--- src/rtl/regfile_wb_arbiter_if.sv ---
// Writeback, scoreboard and register-file write-port signals shared by the
// EXU/LSU writeback arbiter and whoever drives it.
interface regfile_wb_arbiter_if #(
   parameter int ADDR_WIDTH = 5,
   parameter int DATA_WIDTH = 32
);
   logic                       flush;
   logic                       exu_valid;
   logic                       exu_ready;
   logic [ADDR_WIDTH-1:0]      exu_addr;
   logic [DATA_WIDTH-1:0]      exu_data;
   logic                       lsu_valid;
   logic                       lsu_ready;
   logic [ADDR_WIDTH-1:0]      lsu_addr;
   logic [DATA_WIDTH-1:0]      lsu_data;
   logic                       rf_wen;
   logic [ADDR_WIDTH-1:0]      rf_waddr;
   logic [DATA_WIDTH-1:0]      rf_wdata;
   logic                       rsv_valid;
   logic [ADDR_WIDTH-1:0]      rsv_addr;
   logic [ADDR_WIDTH-1:0]      chk_addr1;
   logic [ADDR_WIDTH-1:0]      chk_addr2;
   logic                       hazard;
   logic [2**ADDR_WIDTH-1:0]   busy_vec;

   modport slave (
      input  flush, exu_valid, exu_addr, exu_data, lsu_valid, lsu_addr, lsu_data,
             rsv_valid, rsv_addr, chk_addr1, chk_addr2,
      output exu_ready, lsu_ready, rf_wen, rf_waddr, rf_wdata, hazard, busy_vec
   );

   modport master (
      output flush, exu_valid, exu_addr, exu_data, lsu_valid, lsu_addr, lsu_data,
             rsv_valid, rsv_addr, chk_addr1, chk_addr2,
      input  exu_ready, lsu_ready, rf_wen, rf_waddr, rf_wdata, hazard, busy_vec
   );
endinterface

--- src/rtl/regfile_wb_arbiter.sv ---
// Arbitrates the register-file write port between EXU and LSU writeback slots and
// tracks pending destinations for decode. REGFILE_ARB_RR_EN selects round-robin.
module regfile_wb_arbiter #(
   parameter int ADDR_WIDTH = 5,
   parameter int DATA_WIDTH = 32
) (
   input logic                i_clk,
   input logic                i_rst,
   regfile_wb_arbiter_if.slave bus
);
   localparam int NumRegs = 2**ADDR_WIDTH;

   logic                  r_exu_full;
   logic [ADDR_WIDTH-1:0] r_exu_addr;
   logic [DATA_WIDTH-1:0] r_exu_data;
   logic                  r_lsu_full;
   logic [ADDR_WIDTH-1:0] r_lsu_addr;
   logic [DATA_WIDTH-1:0] r_lsu_data;
   logic [NumRegs-1:0]    r_busy;
   logic [NumRegs-1:0]    w_busy_d;

   logic                  w_exu_gnt;
   logic                  w_lsu_gnt;
   logic                  w_wen;
   logic [ADDR_WIDTH-1:0] w_waddr;
   logic [DATA_WIDTH-1:0] w_wdata;
   logic                  w_exu_ready;
   logic                  w_lsu_ready;
   logic                  w_exu_acc;
   logic                  w_lsu_acc;

`ifdef REGFILE_ARB_RR_EN
   logic                  r_rr_ptr;
`endif

   always_comb begin
      w_exu_gnt = 1'b0;
      w_lsu_gnt = 1'b0;
      if (!bus.flush) begin
         if (r_exu_full && r_lsu_full) begin
`ifdef REGFILE_ARB_RR_EN
            w_exu_gnt = !r_rr_ptr;
            w_lsu_gnt = r_rr_ptr;
`else
            w_lsu_gnt = 1'b1;
`endif
         end else begin
            w_exu_gnt = r_exu_full;
            w_lsu_gnt = r_lsu_full;
         end
      end
   end

   always_comb begin
      w_wen   = w_exu_gnt || w_lsu_gnt;
      w_waddr = '0;
      w_wdata = '0;
      if (w_lsu_gnt) begin
         w_waddr = r_lsu_addr;
         w_wdata = r_lsu_data;
      end else if (w_exu_gnt) begin
         w_waddr = r_exu_addr;
         w_wdata = r_exu_data;
      end
   end

   // Ready is gated by rst so nothing is offered while the slots are held in reset.
   assign w_exu_ready = !i_rst && !bus.flush && (!r_exu_full || w_exu_gnt);
   assign w_lsu_ready = !i_rst && !bus.flush && (!r_lsu_full || w_lsu_gnt);
   assign w_exu_acc   = bus.exu_valid && w_exu_ready;
   assign w_lsu_acc   = bus.lsu_valid && w_lsu_ready;

   always_comb begin
      w_busy_d = r_busy;
      if (w_wen) begin
         w_busy_d[w_waddr] = 1'b0;
      end
      // Set after clear: a same-cycle reservation is younger than the retiring write.
      if (bus.rsv_valid && (bus.rsv_addr != '0) && !bus.flush) begin
         w_busy_d[bus.rsv_addr] = 1'b1;
      end
      if (bus.flush) begin
         w_busy_d = '0;
      end
      w_busy_d[0] = 1'b0;
   end

   always_ff @(posedge i_clk or posedge i_rst) begin
      if (i_rst) begin
         r_exu_full <= 1'b0;
         r_exu_addr <= '0;
         r_exu_data <= '0;
      end else if (bus.flush) begin
         r_exu_full <= 1'b0;
      end else if (w_exu_acc) begin
         r_exu_full <= (bus.exu_addr != '0);
         r_exu_addr <= bus.exu_addr;
         r_exu_data <= bus.exu_data;
      end else if (w_exu_gnt) begin
         r_exu_full <= 1'b0;
      end
   end

   always_ff @(posedge i_clk or posedge i_rst) begin
      if (i_rst) begin
         r_lsu_full <= 1'b0;
         r_lsu_addr <= '0;
         r_lsu_data <= '0;
      end else if (bus.flush) begin
         r_lsu_full <= 1'b0;
      end else if (w_lsu_acc) begin
         r_lsu_full <= (bus.lsu_addr != '0);
         r_lsu_addr <= bus.lsu_addr;
         r_lsu_data <= bus.lsu_data;
      end else if (w_lsu_gnt) begin
         r_lsu_full <= 1'b0;
      end
   end

   always_ff @(posedge i_clk or posedge i_rst) begin
      if (i_rst) begin
         r_busy <= '0;
      end else begin
         r_busy <= w_busy_d;
      end
   end

`ifdef REGFILE_ARB_RR_EN
   // After a contended grant the pointer moves to the loser.
   always_ff @(posedge i_clk or posedge i_rst) begin
      if (i_rst) begin
         r_rr_ptr <= 1'b0;
      end else if (r_exu_full && r_lsu_full && w_wen) begin
         r_rr_ptr <= w_exu_gnt;
      end
   end
`endif

   assign bus.exu_ready = w_exu_ready;
   assign bus.lsu_ready = w_lsu_ready;
   assign bus.rf_wen    = w_wen;
   assign bus.rf_waddr  = w_waddr;
   assign bus.rf_wdata  = w_wdata;
   assign bus.busy_vec  = r_busy;
   assign bus.hazard    = ((bus.chk_addr1 != '0) && r_busy[bus.chk_addr1]) ||
                          ((bus.chk_addr2 != '0) && r_busy[bus.chk_addr2]);
endmodule

--- src/flat_wrapper.sv ---
// flat-port wrapper written by rule: the top's interface ports become plain ports
module regfile_wb_arbiter_flat 
#(
   parameter int ADDR_WIDTH = 5,
   parameter int DATA_WIDTH = 32
)
  (i_clk, i_rst, bus_flush, bus_exu_valid, bus_exu_addr, bus_exu_data, bus_lsu_valid, bus_lsu_addr, bus_lsu_data, bus_rsv_valid, bus_rsv_addr, bus_chk_addr1, bus_chk_addr2, bus_exu_ready, bus_lsu_ready, bus_rf_wen, bus_rf_waddr, bus_rf_wdata, bus_hazard, bus_busy_vec);
  regfile_wb_arbiter_if #(.ADDR_WIDTH(ADDR_WIDTH), .DATA_WIDTH(DATA_WIDTH)) bus_i ();
  input logic i_clk;
  input logic i_rst;
  input wire logic [$bits(bus_i.flush)-1:0] bus_flush;
  input wire logic [$bits(bus_i.exu_valid)-1:0] bus_exu_valid;
  input wire logic [$bits(bus_i.exu_addr)-1:0] bus_exu_addr;
  input wire logic [$bits(bus_i.exu_data)-1:0] bus_exu_data;
  input wire logic [$bits(bus_i.lsu_valid)-1:0] bus_lsu_valid;
  input wire logic [$bits(bus_i.lsu_addr)-1:0] bus_lsu_addr;
  input wire logic [$bits(bus_i.lsu_data)-1:0] bus_lsu_data;
  input wire logic [$bits(bus_i.rsv_valid)-1:0] bus_rsv_valid;
  input wire logic [$bits(bus_i.rsv_addr)-1:0] bus_rsv_addr;
  input wire logic [$bits(bus_i.chk_addr1)-1:0] bus_chk_addr1;
  input wire logic [$bits(bus_i.chk_addr2)-1:0] bus_chk_addr2;
  output wire logic [$bits(bus_i.exu_ready)-1:0] bus_exu_ready;
  output wire logic [$bits(bus_i.lsu_ready)-1:0] bus_lsu_ready;
  output wire logic [$bits(bus_i.rf_wen)-1:0] bus_rf_wen;
  output wire logic [$bits(bus_i.rf_waddr)-1:0] bus_rf_waddr;
  output wire logic [$bits(bus_i.rf_wdata)-1:0] bus_rf_wdata;
  output wire logic [$bits(bus_i.hazard)-1:0] bus_hazard;
  output wire logic [$bits(bus_i.busy_vec)-1:0] bus_busy_vec;
  assign bus_i.flush = bus_flush;
  assign bus_i.exu_valid = bus_exu_valid;
  assign bus_i.exu_addr = bus_exu_addr;
  assign bus_i.exu_data = bus_exu_data;
  assign bus_i.lsu_valid = bus_lsu_valid;
  assign bus_i.lsu_addr = bus_lsu_addr;
  assign bus_i.lsu_data = bus_lsu_data;
  assign bus_i.rsv_valid = bus_rsv_valid;
  assign bus_i.rsv_addr = bus_rsv_addr;
  assign bus_i.chk_addr1 = bus_chk_addr1;
  assign bus_i.chk_addr2 = bus_chk_addr2;
  assign bus_exu_ready = bus_i.exu_ready;
  assign bus_lsu_ready = bus_i.lsu_ready;
  assign bus_rf_wen = bus_i.rf_wen;
  assign bus_rf_waddr = bus_i.rf_waddr;
  assign bus_rf_wdata = bus_i.rf_wdata;
  assign bus_hazard = bus_i.hazard;
  assign bus_busy_vec = bus_i.busy_vec;
  regfile_wb_arbiter #(.ADDR_WIDTH(ADDR_WIDTH), .DATA_WIDTH(DATA_WIDTH)) u_core (.i_clk(i_clk), .i_rst(i_rst), .bus(bus_i));
endmodule
--- config.mk ---
export PLATFORM = sky130hd
export DESIGN_NAME = regfile_wb_arbiter_flat
export DESIGN_NICKNAME = d
export VERILOG_FILES = /design/src/rtl/regfile_wb_arbiter_if.sv /design/src/rtl/regfile_wb_arbiter.sv /design/src/flat_wrapper.sv
export SDC_FILE = /design/constraint.sdc
export NUM_CORES = 1
export LEC_CHECK = 0
export CORE_MARGIN = 2
export CORE_UTILIZATION = 49
export CTS_BUF_LIST = sky130_fd_sc_hd__clkbuf_4 sky130_fd_sc_hd__clkbuf_8
export DETAILED_ROUTE_END_ITERATION = 6
export GPL_ROUTABILITY_DRIVEN = 0
export GPL_TIMING_DRIVEN = 0
export PLACE_DENSITY = 0.83
export REMOVE_ABC_BUFFERS = 1
export SLEW_MARGIN = 20
export SYNTH_ARGS = -nofsm -noshare
export SYNTH_HDL_FRONTEND = slang
export SYNTH_SLANG_ARGS = --single-unit
--- constraint.sdc ---
create_clock -name i_clk -period 5.2 [get_ports i_clk]
set_clock_uncertainty 0.15 [all_clocks]
set_input_delay 1.04 -clock i_clk [delete_from_list [all_inputs] [get_ports i_clk]]
set_output_delay 1.04 -clock i_clk [all_outputs]
set_load 0.02 [all_outputs]
==> results by group <==
Yosys
  – Seq/Total Area, Yosys: 0.496
  – Asr flop ratio synth: 1.00
  – Distinct cells, synth: 45
  – Top_reg_cell synth: dfrtp_1
  – Syn Std Cell Area: approximately 5400 um^2
  – Cells after Synth: 462
  – Yosys reg bits: around 110
  – Dominant cells by area after synthesis: dfrtp_1 50%, mux2_2 16%, a22o_1 5.4%
  – YS warnings: 0
  – Commonest cells in the synthesized netlist: 107 x dfrtp_1, 76 x mux2_2, 46 x o21ai_0, 33 x a22o_1, 30 x nor2b_1
  – Biggest area consumer among synthesized cells: dfrtp_1
  – Post-synth EDFFs: 0
  – Synth top area share: 0.496
  – Most common cell in the netlist: dfrtp_1
  – Syn Area/Cell: 11.7 um^2

Floorplan
  – Die Y: ~110 um
  – I/O pin count: ~170
  – Die X: 109 um
  – Placeable core area: ~11000 um^2
  – Initial cell density of the core: 0.500
  – Cell Rows: 38
  – Die area: 11900 um^2

STA
  – Final Hold Vio Count: 0
  – Fin crit share: 0.963
  – Max-slew violation count: 0
  – Least-Margin Pin Slew: 844 ps
  – Slew headroom: 0.434
  – Setup violators final: 0
  – Crit path time final: approximately 5000 ps
  – Highest clock rate: 200 MHz
  – RSZ-0062 raised after global routing: false

Setup path
  – Startpoint types: primary input
  – Kind of critical path: in -> out
  – CP Data Arrival Time: 3820 ps
  – Crit. End Element: output port
  – R2R Path End: u_core.r_exu_data[1]
  – Reg2Reg Depth: 4
  – CP max FO: 11
  – Worst Path Required: between 4000 and 5000 ps
  – Worst reg2reg path startpoint: u_core.r_lsu_full
  – Reg-to-reg slack, setup: around 2900 ps

Cells and area
  – Non-filler cells, final: 760
  – Final Net Count: ~700
  – Area of the multi-input gates: 2570 um^2
  – Layout cells sized above 1: 0.190
  – Register Area: 2680 um^2
  – Fillers: 789
  – Layout area overhead: 38.6%
  – Antenna fix cells: 0

Place
  – Post-detail-place hpwl: 11.4 mm
  – Post-Place Cells: 744
  – Input/output buffers: between 150 and 200

GRT
  – First-pass GRT wire length: approximately 24 mm
  – Number of global-route vias before repair: 4777
  – Initial antenna violation count: 0
  – GRT Total Usage: 0.263
  – Grt ovf: 0
  – Pin count of the biggest net entering global routing: 75

Clock tree
  – CTS tree: done
  – H-Tree Depth: 3
  – Post-CTS Setup Bufs: 0
  – Reg clk slew, reported paths: approximately 90 ps
  – Clock Tree Root: clkbuf_8
  – Cts bufs inserted: 9
  – Clk_lat worst skew: between 300 and 400 ps
  – Clk buf depth: 2
  – CTS sink count: roughly 110
  – Post-CTS Hold Buffers: 0

Pwr
  – Total power: between 1.5 and 2 mW
  – Worst vdd ir: 0.205 mV
  – PD cells: 264 nW/um^2
  – Pleak: 3.04 nW

Drt
  – DR vias: 4525
  – Wire per inst: 20.0 um
  – Iteration-0 DRC Markers: 279
  – DRC violations left: 0
  – ANT nets after route: 0
  – Initial DRT Pass Iterations: 5
  – DR vias/cell: 5.95
  – Final wirelength: 15.2 mm

Status
  – Status: complete, no violations

Worst hold path
  – Hold_sp: u_core.r_exu_data[7]
  – Worst hold path stage count: 1
  – Min-delay worst type: reg -> reg
  – Worst hold endpoint: u_core.r_exu_data[7]

Run
  – Max-cap violations: 0
[metal layers]
metal,wire length [um],GRT usage,up-vias
met5,0,0,-
met4,428,0.111,0
met3,1580,0.0932,34
met2,7590,0.456,229
met1,5560,0.292,2249
li1,-,-,2013
[critical path: stages]
cell,delay (ps)
dlygate4sd2_1,610
mux4_1,650
nor2b_1,190
or4_1,150
nand4_1,80
or4_1,540
clkdlybuf4s50_1,560
[area by class of cell]
class                      instances  share of cell area
sequential                       107               0.358
timing repair buffer             172               0.239
clock inverter                     7              0.0155
multi-input combinational        318               0.344
inverter                           7             0.00418
tap                              140              0.0234
clock buffer                       9              0.0165
[kinds of logic (layout without fill, tap and decap cells)]
family	after synthesis	after routing	synth area share
compound gates	117	117	0.145
buf+inv	37	195	0.0313
flops	107	107	0.496
mux	96	96	0.218
other cells	1	1	0.000694
simple gates	104	104	0.109
[worst max path at each step]
stage / start / end / depth (start not counted)
after global routing: bus_chk_addr1[0] / bus_hazard / 7
after global placement: bus_flush / bus_rf_waddr[0] / 5
after detailed placement: bus_chk_addr1[0] / bus_hazard / 7
after floorplan: bus_flush / bus_rf_waddr[0] / 3
final: bus_chk_addr1[0] / bus_hazard / 7
after CTS: bus_chk_addr2[0] / bus_hazard / 7
[through the flow]
step	util	setup TNS, ps	area (um^2)	hold slack, ps	worst slack (ps)
detailed placement	0.671	-35.3	7250	344	-35.3
global placement	0.657	-120220	7100	338	-2030
finish	0.694	0	7490	363	191
floorplan	-	0	5260	330	1130
global route	0.694	0	7490	373	64.5
CTS	0.693	0	7480	366	59.5
[report_power, final]
| part | internal (mW) | switching, mW |
|---|---|---|
| clock | 0.319 | 0.279 |
| combinational | 0.215 | 0.153 |
| sequential | 0.944 | 0.0656 |
[flip-flops by register name (all words and copies together), names as in the netlist]
| name | count |
|---|---|
| u_core.r_exu_addr | 5 |
| u_core.r_exu_data | 32 |
| u_core.r_lsu_full | 1 |
| u_core.r_lsu_data | 32 |
| u_core.r_exu_full | 1 |
| u_core.r_lsu_addr | 5 |
| u_core.bus.busy_vec | 31 |
[repair_timing]
item,CTS,global route
endpoints found under the hold margin,0,0
endpoints found under the setup margin,1,1
resized for setup,1,1
[placed cells by master (no fill, tap or decap), types with 2 or more instances in the layout]
| cell type | instances |
|---|---|
| bufinv_16 | 3 |
| or3b_2 | 2 |
| nand3_1 | 9 |
| clkdlybuf4s50_1 | 163 |
| mux4_2 | 8 |
| or3_1 | 2 |
| nor2_1 | 8 |
| buf_8 | 2 |
| nand4_1 | 3 |
| nand2b_1 | 6 |
| o311a_1 | 2 |
| mux2i_1 | 10 |
| inv_1 | 6 |
| nand2_1 | 24 |
| a22oi_1 | 5 |
| mux2_2 | 76 |
| a21oi_1 | 15 |
| nand4b_1 | 2 |
| a22o_1 | 33 |
| o21ai_0 | 46 |
| or4_1 | 4 |
| o31ai_1 | 6 |
| dfrtp_1 | 107 |
| clkinv_2 | 2 |
| buf_16 | 3 |
| clkbuf_8 | 9 |
| nor2b_1 | 29 |
| nand3b_1 | 8 |
No activity file was read; power rests on OpenSTA's default activity.
